<file path="src/rtl/smachine_pkg.sv">
// ---------------------------------------------------------------------------
// smachine_pkg
// Shared definitions for the S-Machine instruction sequencer:
//   - opcode constants (LD, ST, HALT) and instruction bit positions
//   - memory read/write encoding
//   - sequencer state enumeration
//   - opcode extraction helper
// ---------------------------------------------------------------------------
package smachine_pkg;

    localparam logic [3:0] OP_LD   = 4'b0000;
    localparam logic [3:0] OP_ST   = 4'b0001;
    localparam logic [3:0] OP_HALT = 4'b1111;

    // inst[11] selects A/B as the store source (used by the datapath),
    // inst[10] marks the immediate form of LD.
    localparam int INST_REGSEL_BIT = 11;
    localparam int INST_IMM_BIT    = 10;

    localparam logic RW_READ  = 1'b0;
    localparam logic RW_WRITE = 1'b1;

    typedef enum logic [2:0] {
        IDLE   = 3'd0,
        FETCH  = 3'd1,
        DECODE = 3'd2,
        MEM_RD = 3'd3,
        MEM_WR = 3'd4,
        EXEC   = 3'd5,
        HALT   = 3'd6
    } seq_state_t;

    // The opcode lives in the top nibble of every instruction word.
    function automatic logic [3:0] opcode_of(input logic [15:0] instWord);
        return instWord[15:12];
    endfunction

endpackage

</file>
<file path="src/rtl/smachine_sequencer_if.sv">
// ---------------------------------------------------------------------------
// smachine_sequencer_if
// Single memory port shared by instruction fetch and LD/ST data accesses.
//   mem_req   : request, held until acknowledged (master -> slave)
//   mem_ack   : acknowledge, transfer completes when req and ack are high
//   mem_rw    : 0 = read, 1 = write
//   mem_addr  : 8-bit word address
//   mem_wdata : write data
//   mem_rdata : read data, valid in the ack cycle
// Modports:
//   master : the sequencer
//   slave  : the memory
// ---------------------------------------------------------------------------
interface smachine_sequencer_if;

    logic        mem_req;
    logic        mem_ack;
    logic        mem_rw;
    logic [7:0]  mem_addr;
    logic [15:0] mem_wdata;
    logic [15:0] mem_rdata;

    modport master (
        output mem_req,
        output mem_rw,
        output mem_addr,
        output mem_wdata,
        input  mem_ack,
        input  mem_rdata
    );

    modport slave (
        input  mem_req,
        input  mem_rw,
        input  mem_addr,
        input  mem_wdata,
        output mem_ack,
        output mem_rdata
    );

endinterface

</file>
<file path="src/rtl/smachine_sequencer_bus_timeout_counter.sv">
// ---------------------------------------------------------------------------
// bus_timeout_counter
// Counts the cycles a memory request has been waiting for its acknowledge.
// Ports:
//   clk        : system clock
//   rst_n      : asynchronous active-low reset
//   clear_i    : zero the count (held while no request is outstanding)
//   count_en_i : one more waiting cycle (request high, ack low)
//   expired_o  : high in the waiting cycle that brings the count to TIMEOUT
// ---------------------------------------------------------------------------
module bus_timeout_counter #(
    parameter int TIMEOUT = 64
) (
    input  logic clk,
    input  logic rst_n,
    input  logic clear_i,
    input  logic count_en_i,
    output logic expired_o
);

    localparam int W = $clog2(TIMEOUT);

    logic [W-1:0] count_q;
    logic [W-1:0] count_d;

    // The count holds the number of waiting cycles already completed, so
    // the current waiting cycle is the TIMEOUT-th one when the stored
    // count is TIMEOUT-1. Flagging it combinationally lets the sequencer
    // abandon the request on exactly that edge.
    assign expired_o = count_en_i && (count_q == W'(TIMEOUT - 1));

    // Next count: clear wins, otherwise step on each waiting cycle and
    // saturate once expired so the register can never wrap.
    always_comb begin
        count_d = count_q;
        if (clear_i) begin
            count_d = '0;
        end else if (count_en_i && !expired_o) begin
            count_d = count_q + 1'b1;
        end
    end

    // Count register.
    always_ff @(posedge clk or negedge rst_n) begin
        if (!rst_n) begin
            count_q <= '0;
        end else begin
            count_q <= count_d;
        end
    end

endmodule

</file>
<file path="src/rtl/smachine_sequencer.sv">
// ---------------------------------------------------------------------------
// smachine_sequencer
// Instruction sequencer and memory-port arbiter for the S-Machine CPU.
// Owns the single memory port, shares it between instruction fetch and
// LD/ST data accesses, holds PC and instruction register, and issues one
// execute strobe per instruction to the datapath.
// Ports:
//   clk, rst_n  : clock, asynchronous active-low reset
//   run         : level enable (start from IDLE, must drop to leave HALT)
//   mem         : memory port (master side)
//   dp_st_data  : store operand from the datapath
//   inst        : instruction register
//   inst_valid  : one-cycle execute strobe
//   ld_data     : data returned by a memory LD
//   ld_valid    : qualifies ld_data, coincident with inst_valid
//   pc          : address of the next fetch
//   halted      : sequencer is in HALT
//   bus_err     : sticky memory-timeout flag
// ---------------------------------------------------------------------------
module smachine_sequencer
    import smachine_pkg::*;
#(
    parameter int TIMEOUT = 64
) (
    input  logic                        clk,
    input  logic                        rst_n,
    input  logic                        run,
    smachine_sequencer_if.master        mem,
    input  logic [15:0]                 dp_st_data,
    output logic [15:0]                 inst,
    output logic                        inst_valid,
    output logic [15:0]                 ld_data,
    output logic                        ld_valid,
    output logic [7:0]                  pc,
    output logic                        halted,
    output logic                        bus_err
);

    seq_state_t  state_q;
    seq_state_t  state_d;
    logic [7:0]  pc_q;
    logic [7:0]  pc_d;
    logic [15:0] inst_q;
    logic [15:0] inst_d;
    logic [15:0] ldData_q;
    logic [15:0] ldData_d;
    logic [15:0] wdata_q;
    logic [15:0] wdata_d;
    logic        busErr_q;
    logic        busErr_d;
    logic        fromMemRd_q;
    logic        fromMemRd_d;

    logic        reqActive;
    logic        timeoutExpired;

    // The request is a pure decode of the state register, so an
    // asynchronous reset back to IDLE drops it immediately.
    assign reqActive = (state_q == FETCH) || (state_q == MEM_RD) ||
                       (state_q == MEM_WR);
    assign mem.mem_req = reqActive;

    // Outside the request states the counter is held clear, which makes
    // every entry into FETCH/MEM_RD/MEM_WR start from zero.
    bus_timeout_counter #(
        .TIMEOUT (TIMEOUT)
    ) u_timeout (
        .clk        (clk),
        .rst_n      (rst_n),
        .clear_i    (!reqActive),
        .count_en_i (reqActive && !mem.mem_ack),
        .expired_o  (timeoutExpired)
    );

    assign inst    = inst_q;
    assign pc      = pc_q;
    assign ld_data = ldData_q;
    assign bus_err = busErr_q;

    // Next-state and output decode. Registers only change on a completed
    // transfer or on a state transition, so mem_addr/mem_rw/mem_wdata stay
    // constant for the whole life of a request. An ack arriving in the same
    // cycle as the timeout wins: the transfer is complete.
    always_comb begin
        state_d       = state_q;
        pc_d          = pc_q;
        inst_d        = inst_q;
        ldData_d      = ldData_q;
        wdata_d       = wdata_q;
        busErr_d      = busErr_q;
        fromMemRd_d   = fromMemRd_q;
        mem.mem_rw    = RW_READ;
        mem.mem_addr  = '0;
        mem.mem_wdata = '0;
        inst_valid    = 1'b0;
        ld_valid      = 1'b0;
        halted        = 1'b0;

        unique case (state_q)
            IDLE: begin
                if (run) begin
                    state_d = FETCH;
                end
            end

            FETCH: begin
                mem.mem_addr = pc_q;
                if (mem.mem_ack) begin
                    inst_d  = mem.mem_rdata;
                    pc_d    = pc_q + 8'd1;
                    state_d = DECODE;
                end else if (timeoutExpired) begin
                    busErr_d = 1'b1;
                    state_d  = HALT;
                end
            end

            DECODE: begin
                if (opcode_of(inst_q) == OP_HALT) begin
                    state_d = HALT;
                end else if ((opcode_of(inst_q) == OP_LD) &&
                             !inst_q[INST_IMM_BIT]) begin
                    state_d = MEM_RD;
                end else if (opcode_of(inst_q) == OP_ST) begin
                    wdata_d = dp_st_data;
                    state_d = MEM_WR;
                end else begin
                    state_d = EXEC;
                end
            end

            MEM_RD: begin
                mem.mem_addr = inst_q[7:0];
                if (mem.mem_ack) begin
                    ldData_d    = mem.mem_rdata;
                    fromMemRd_d = 1'b1;
                    state_d     = EXEC;
                end else if (timeoutExpired) begin
                    busErr_d = 1'b1;
                    state_d  = HALT;
                end
            end

            MEM_WR: begin
                mem.mem_rw    = RW_WRITE;
                mem.mem_addr  = inst_q[7:0];
                mem.mem_wdata = wdata_q;
                if (mem.mem_ack) begin
                    state_d = EXEC;
                end else if (timeoutExpired) begin
                    busErr_d = 1'b1;
                    state_d  = HALT;
                end
            end

            EXEC: begin
                inst_valid  = 1'b1;
                ld_valid    = fromMemRd_q;
                fromMemRd_d = 1'b0;
                state_d     = run ? FETCH : IDLE;
            end

            HALT: begin
                halted = 1'b1;
                if (!run) begin
                    state_d = IDLE;
                end
            end

            default: begin
                state_d = IDLE;
            end
        endcase
    end

    // State and datapath registers; everything returns to zero/IDLE on
    // reset, abandoning any access in flight.
    always_ff @(posedge clk or negedge rst_n) begin
        if (!rst_n) begin
            state_q     <= IDLE;
            pc_q        <= '0;
            inst_q      <= '0;
            ldData_q    <= '0;
            wdata_q     <= '0;
            busErr_q    <= 1'b0;
            fromMemRd_q <= 1'b0;
        end else begin
            state_q     <= state_d;
            pc_q        <= pc_d;
            inst_q      <= inst_d;
            ldData_q    <= ldData_d;
            wdata_q     <= wdata_d;
            busErr_q    <= busErr_d;
            fromMemRd_q <= fromMemRd_d;
        end
    end

endmodule

</file>
<file path="src/flat_wrapper.sv">
// flat-port wrapper written by rule: the top's interface ports become plain ports
module smachine_sequencer_flat import smachine_pkg::*;
#(
    parameter int TIMEOUT = 64
)
  (clk, rst_n, run, dp_st_data, inst, inst_valid, ld_data, ld_valid, pc, halted, bus_err, mem_mem_req, mem_mem_rw, mem_mem_addr, mem_mem_wdata, mem_mem_ack, mem_mem_rdata);
  smachine_sequencer_if mem_i ();
  input  logic clk;
  input  logic rst_n;
  input  logic run;
  input  logic [15:0] dp_st_data;
  output logic [15:0] inst;
  output logic inst_valid;
  output logic [15:0] ld_data;
  output logic ld_valid;
  output logic [7:0] pc;
  output logic halted;
  output logic bus_err;
  output wire logic [$bits(mem_i.mem_req)-1:0] mem_mem_req;
  output wire logic [$bits(mem_i.mem_rw)-1:0] mem_mem_rw;
  output wire logic [$bits(mem_i.mem_addr)-1:0] mem_mem_addr;
  output wire logic [$bits(mem_i.mem_wdata)-1:0] mem_mem_wdata;
  input wire logic [$bits(mem_i.mem_ack)-1:0] mem_mem_ack;
  input wire logic [$bits(mem_i.mem_rdata)-1:0] mem_mem_rdata;
  assign mem_mem_req = mem_i.mem_req;
  assign mem_mem_rw = mem_i.mem_rw;
  assign mem_mem_addr = mem_i.mem_addr;
  assign mem_mem_wdata = mem_i.mem_wdata;
  assign mem_i.mem_ack = mem_mem_ack;
  assign mem_i.mem_rdata = mem_mem_rdata;
  smachine_sequencer #(.TIMEOUT(TIMEOUT)) u_core (.clk(clk), .rst_n(rst_n), .run(run), .mem(mem_i), .dp_st_data(dp_st_data), .inst(inst), .inst_valid(inst_valid), .ld_data(ld_data), .ld_valid(ld_valid), .pc(pc), .halted(halted), .bus_err(bus_err));
endmodule
</file>
<file path="config.mk">
export PLATFORM = sky130hd
export DESIGN_NAME = smachine_sequencer_flat
export DESIGN_NICKNAME = d
export VERILOG_FILES = /design/src/rtl/smachine_pkg.sv /design/src/rtl/smachine_sequencer_if.sv /design/src/rtl/smachine_sequencer_bus_timeout_counter.sv /design/src/rtl/smachine_sequencer.sv /design/src/flat_wrapper.sv
export SDC_FILE = /design/constraint.sdc
export NUM_CORES = 1
export LEC_CHECK = 0
export CAP_MARGIN = 20
export CELL_PAD_IN_SITES_DETAIL_PLACEMENT = 0
export CELL_PAD_IN_SITES_GLOBAL_PLACEMENT = 1
export CORE_ASPECT_RATIO = 1.75
export CORE_MARGIN = 4
export CORE_UTILIZATION = 36
export DETAILED_ROUTE_END_ITERATION = 8
export HOLD_SLACK_MARGIN = 0.03
export PLACE_DENSITY_LB_ADDON = 0.1
export REMOVE_ABC_BUFFERS = 1
export SETUP_SLACK_MARGIN = 0.1
export SKIP_LAST_GASP = 1
export SLEW_MARGIN = 5
export SYNTH_ARGS = -nofsm -noshare
export SYNTH_HDL_FRONTEND = slang
export SYNTH_SLANG_ARGS = --single-unit
</file>
<file path="constraint.sdc">
create_clock -name clk -period 1.8 [get_ports clk]
set_input_delay 0.36 -clock clk [delete_from_list [all_inputs] [get_ports clk]]
set_output_delay 0.36 -clock clk [all_outputs]
set_load 0.01 [all_outputs]
</file>
==> results.md <==
- Total Nets Final: 447
- Setup crit end kind: output port
- Multi-input logic area: ~1600 um^2
- Max cap viols: 0
- Port Buffer Count: about 110
- Slowest-stage cell, CP: dfrtp_2
- Sequential cell area: ~1700 um^2
- Max stage delay on crit path: 0.43 ns
- Seq/Total Area, Yosys: 0.5265
- Hold endpoint: u_core.bus_err
- Top_reg_cell synth: dfrtp_1
- Final Hold Viols: 0
- Fill cells: between 700 and 800
- Worst Path Max Fanout: 6
- Worst Setup Slack, final: -0.1555 ns
- Via-to-Cell Ratio: 4.783
- R2r endpoint: u_core.pc[7]
- Starting Density: 0.3672
- CTS tree: yes
- Register bit total from synthesis: 67
- Crit path launch: u_core.state_q[0]
- Slew headroom: 0.7344
- Largest net degree at the start of global routing: 30
- RSZ-0062 raised after global routing: true
- Routed WL per cell: roughly 17 um
- EDFF count, synth: 0
- Hold path startpoint: u_core.bus_err
- Final Instance Area: around 5300 um^2
- Layout area overhead: 66.92%
- Worst hold stages: 1
- Setup CP Type: flip-flop to output port
- PD cells: 1620 nW/um^2
- Ports: between 100 and 150
- Synthesis Warnings: 0
- Worst-margin pin slew: roughly 0.4 ns
- Fin crit period: approximately 2.0 ns
- Drt first-iter violations: roughly 120
- # H-tree levels: 3
- Comb pwr share: 0.491
- Chip width: between 70 and 80 um
- CTS Buf Count: 9
- Number of global-route vias before repair: 2677
- Site row count: 45
- Clock Power Share: 0.202
- Worst R2R Setup Slack: -0.14 ns
- Worst path cell trace: nor3b_4, buf_6, buf_6, buf_12, nand2_1, o21ai_0, buf_2
- N_diodes: 0
- Layout cell share with drive strength beyond 1: 0.4300
- Reg power frac: 0.307
- Final Power: approximately 8.6 mW
- RePlAce Congestion: a little over 0.8
- Die Y-Extent: between 100 and 150 um
- Clock Pin Slew Worst Setup and Hold Paths: roughly 0.060 ns
- Psw: between 2 and 3 mW
- Post-DP Area: 4549 um^2
- Status: finished with violations
- R2R depth: 8
- Vias: between 2000 and 3000
- Part of the cycle the worst path needs: 1.086
- Arr. time, crit path: roughly 1.6 ns
- Cells after Synth: 252
- Max Slew Vio Count: 0
- Post-route DRC: 0
- Type of origin of the critical path: flip-flop
- Final ANT Viol Nets: 0
- First-pass GRT wire length: around 14000 um
- HPWL Detailed: roughly 6000 um
- Initial antenna violation count: 0
- Router iterations before antenna repair: 4
- Final setup TNS: -5.756 ns
- Sw Share: 0.3251
- DP Worst Slack: -0.2657 ns
- Cell variety after synth: 50
- Worst VDD drop: roughly 0.73 mV
- Failing checks: negative setup slack
- Fmax: ~510 MHz
- DRT Wirelength: around 9000 um
- Placed Cells: between 400 and 500
- Req. time, crit path: roughly 1.4 ns
- TritonCTS sink count: 67
- Cell Area, Synth: around 3200 um^2
- Hold Crit Class: flip-flop to flip-flop
- Most used cell, CP: buf_6
- Internal power: 5.810 mW
- Finished Layout Cells: approximately 530
- Root buf cell: clkbuf_16
- Launch point of the worst reg-to-reg path: u_core.state_q[1]
- Pleak: between 2 and 2.5 nW
- Skew-Pair Late Insertion Delay: between 0.3 and 0.4 ns
- Full die area: ~10000 um^2
- Commonest non-fill, non-tap cells in the layout: 66 x clkdlybuf4s50_1, 66 x dfrtp_1, 33 x buf_6, 27 x buf_4, 25 x mux2_2
- Max Root-Sink Buffers: 2
- Final setup vio count: 58
- Ys async rst share: 1.000
- Core area: 8671 um^2
- Final Skew: between 0.006 and 0.007 ns
- Tot GR Track Use: 0.1704
- Syn avg cell area: between 10 and 15 um^2
- Overflow after GRT: 0
[synth_stat cells (all sizes together) (2+ instances only)]
cell,number,area [um^2]
mux2,48,578.1
nand3,5,30.03
xnor2,8,70.07
inv,4,15.01
nand4,3,18.77
dfrtp,67,1677
a21oi,4,20.02
nor3b,5,53.80
nand3b,2,15.01
ha,2,25.02
and2,17,106.4
buf,9,68.82
and3,4,25.02
nand2,16,67.56
or3,3,23.77
mux2i,10,100.1
nor2,10,47.55
o21ai,10,50.05
xor2,2,17.52
clkbuf,4,15.01
a31oi,3,25.02
[per-stage QoR]
stage	utilization	hold slack, ns
final	0.6130	0.4536
after global routing	0.6130	0.4935
after global placement	0.5247	0.3176
after floorplan	-	0.06441
after CTS	0.5859	0.4572
after detailed placement	0.5247	0.3195
[what timing repair did]
| item | in CTS | in global routing |
|---|---|---|
| hold buffers | 1 | 0 |
| hold endpoints to repair | 27 | 0 |
| gates cloned | 5 | 2 |
| setup endpoints to repair | 55 | 86 |
| gates resized for setup | 177 | 43 |
| setup buffers | 10 | 10 |
| pin swaps | 18 | 4 |
[power by group through the flow]
stage | Combinational [mW] | Clock [mW] | Sequential [mW]
after global placement | 3.60 | 0 | 2.62
after global routing | 4.51 | 1.86 | 2.74
after floorplan | 1.36 | 0 | 2.84
final | 4.23 | 1.73 | 2.65
after CTS | 3.92 | 1.78 | 2.65
after detailed placement | 3.61 | 0 | 2.66
[metal layers]
metal / wire length [um] / GRT usage / vias up
met1: 3445 / 0.1937 / 1253
met4: 158 / 0.06883 / 0
met2: 4903 / 0.2946 / 66
li1: - / - / 1210
met5: 0 / 0 / -
met3: 494 / 0.04973 / 11
[registers in the layout, summed over array words and instances (netlist names)]
signal and count:
u_core.pc 8, u_core.fromMemRd_q 1, u_core.state_q 3, u_core.u_timeout.count_q 6, u_core.bus_err 1, u_core.wdata_q 16
u_core.inst 16, u_core.ld_data 16
[area by class of cell]
cell class                      count  share of cell area
Clock buffer                       10             0.04308
Clock inverter                      6             0.01248
Tap cell                          117             0.02754
Multi-Input combinational cell    169              0.2947
Sequential cell                    67              0.3157
Timing Repair Buffer              158              0.3032
Inverter                            4            0.003296
[how the worst max path moves through the flow]
stage | endpoint
after floorplan | mem_mem_req
after global placement | ld_valid
after detailed placement | ld_valid
after CTS | mem_mem_addr[5]
after global routing | mem_mem_addr[5]
final | mem_mem_addr[5]
[critical path: cells and delay by family, from the launching register on]
family | cells | cell delay (ns)
and+or+nand+nor | 2 | 0.26
buffers and inverters | 4 | 0.52
DFF | 1 | 0.43
AOI/OAI and AO/OA | 1 | 0.06
[logic make-up after synthesis]
| family | count (synthesis) | synth area share |
|---|---|---|
| compound gates | 26 | 0.05462 |
| xor+xnor | 10 | 0.02751 |
| fa+ha+maj | 2 | 0.007857 |
| buf+inv | 17 | 0.03104 |
| flops | 67 | 0.5265 |
| mux | 58 | 0.2130 |
| simple gates | 72 | 0.1395 |
(Power assumes the default switching activity.)
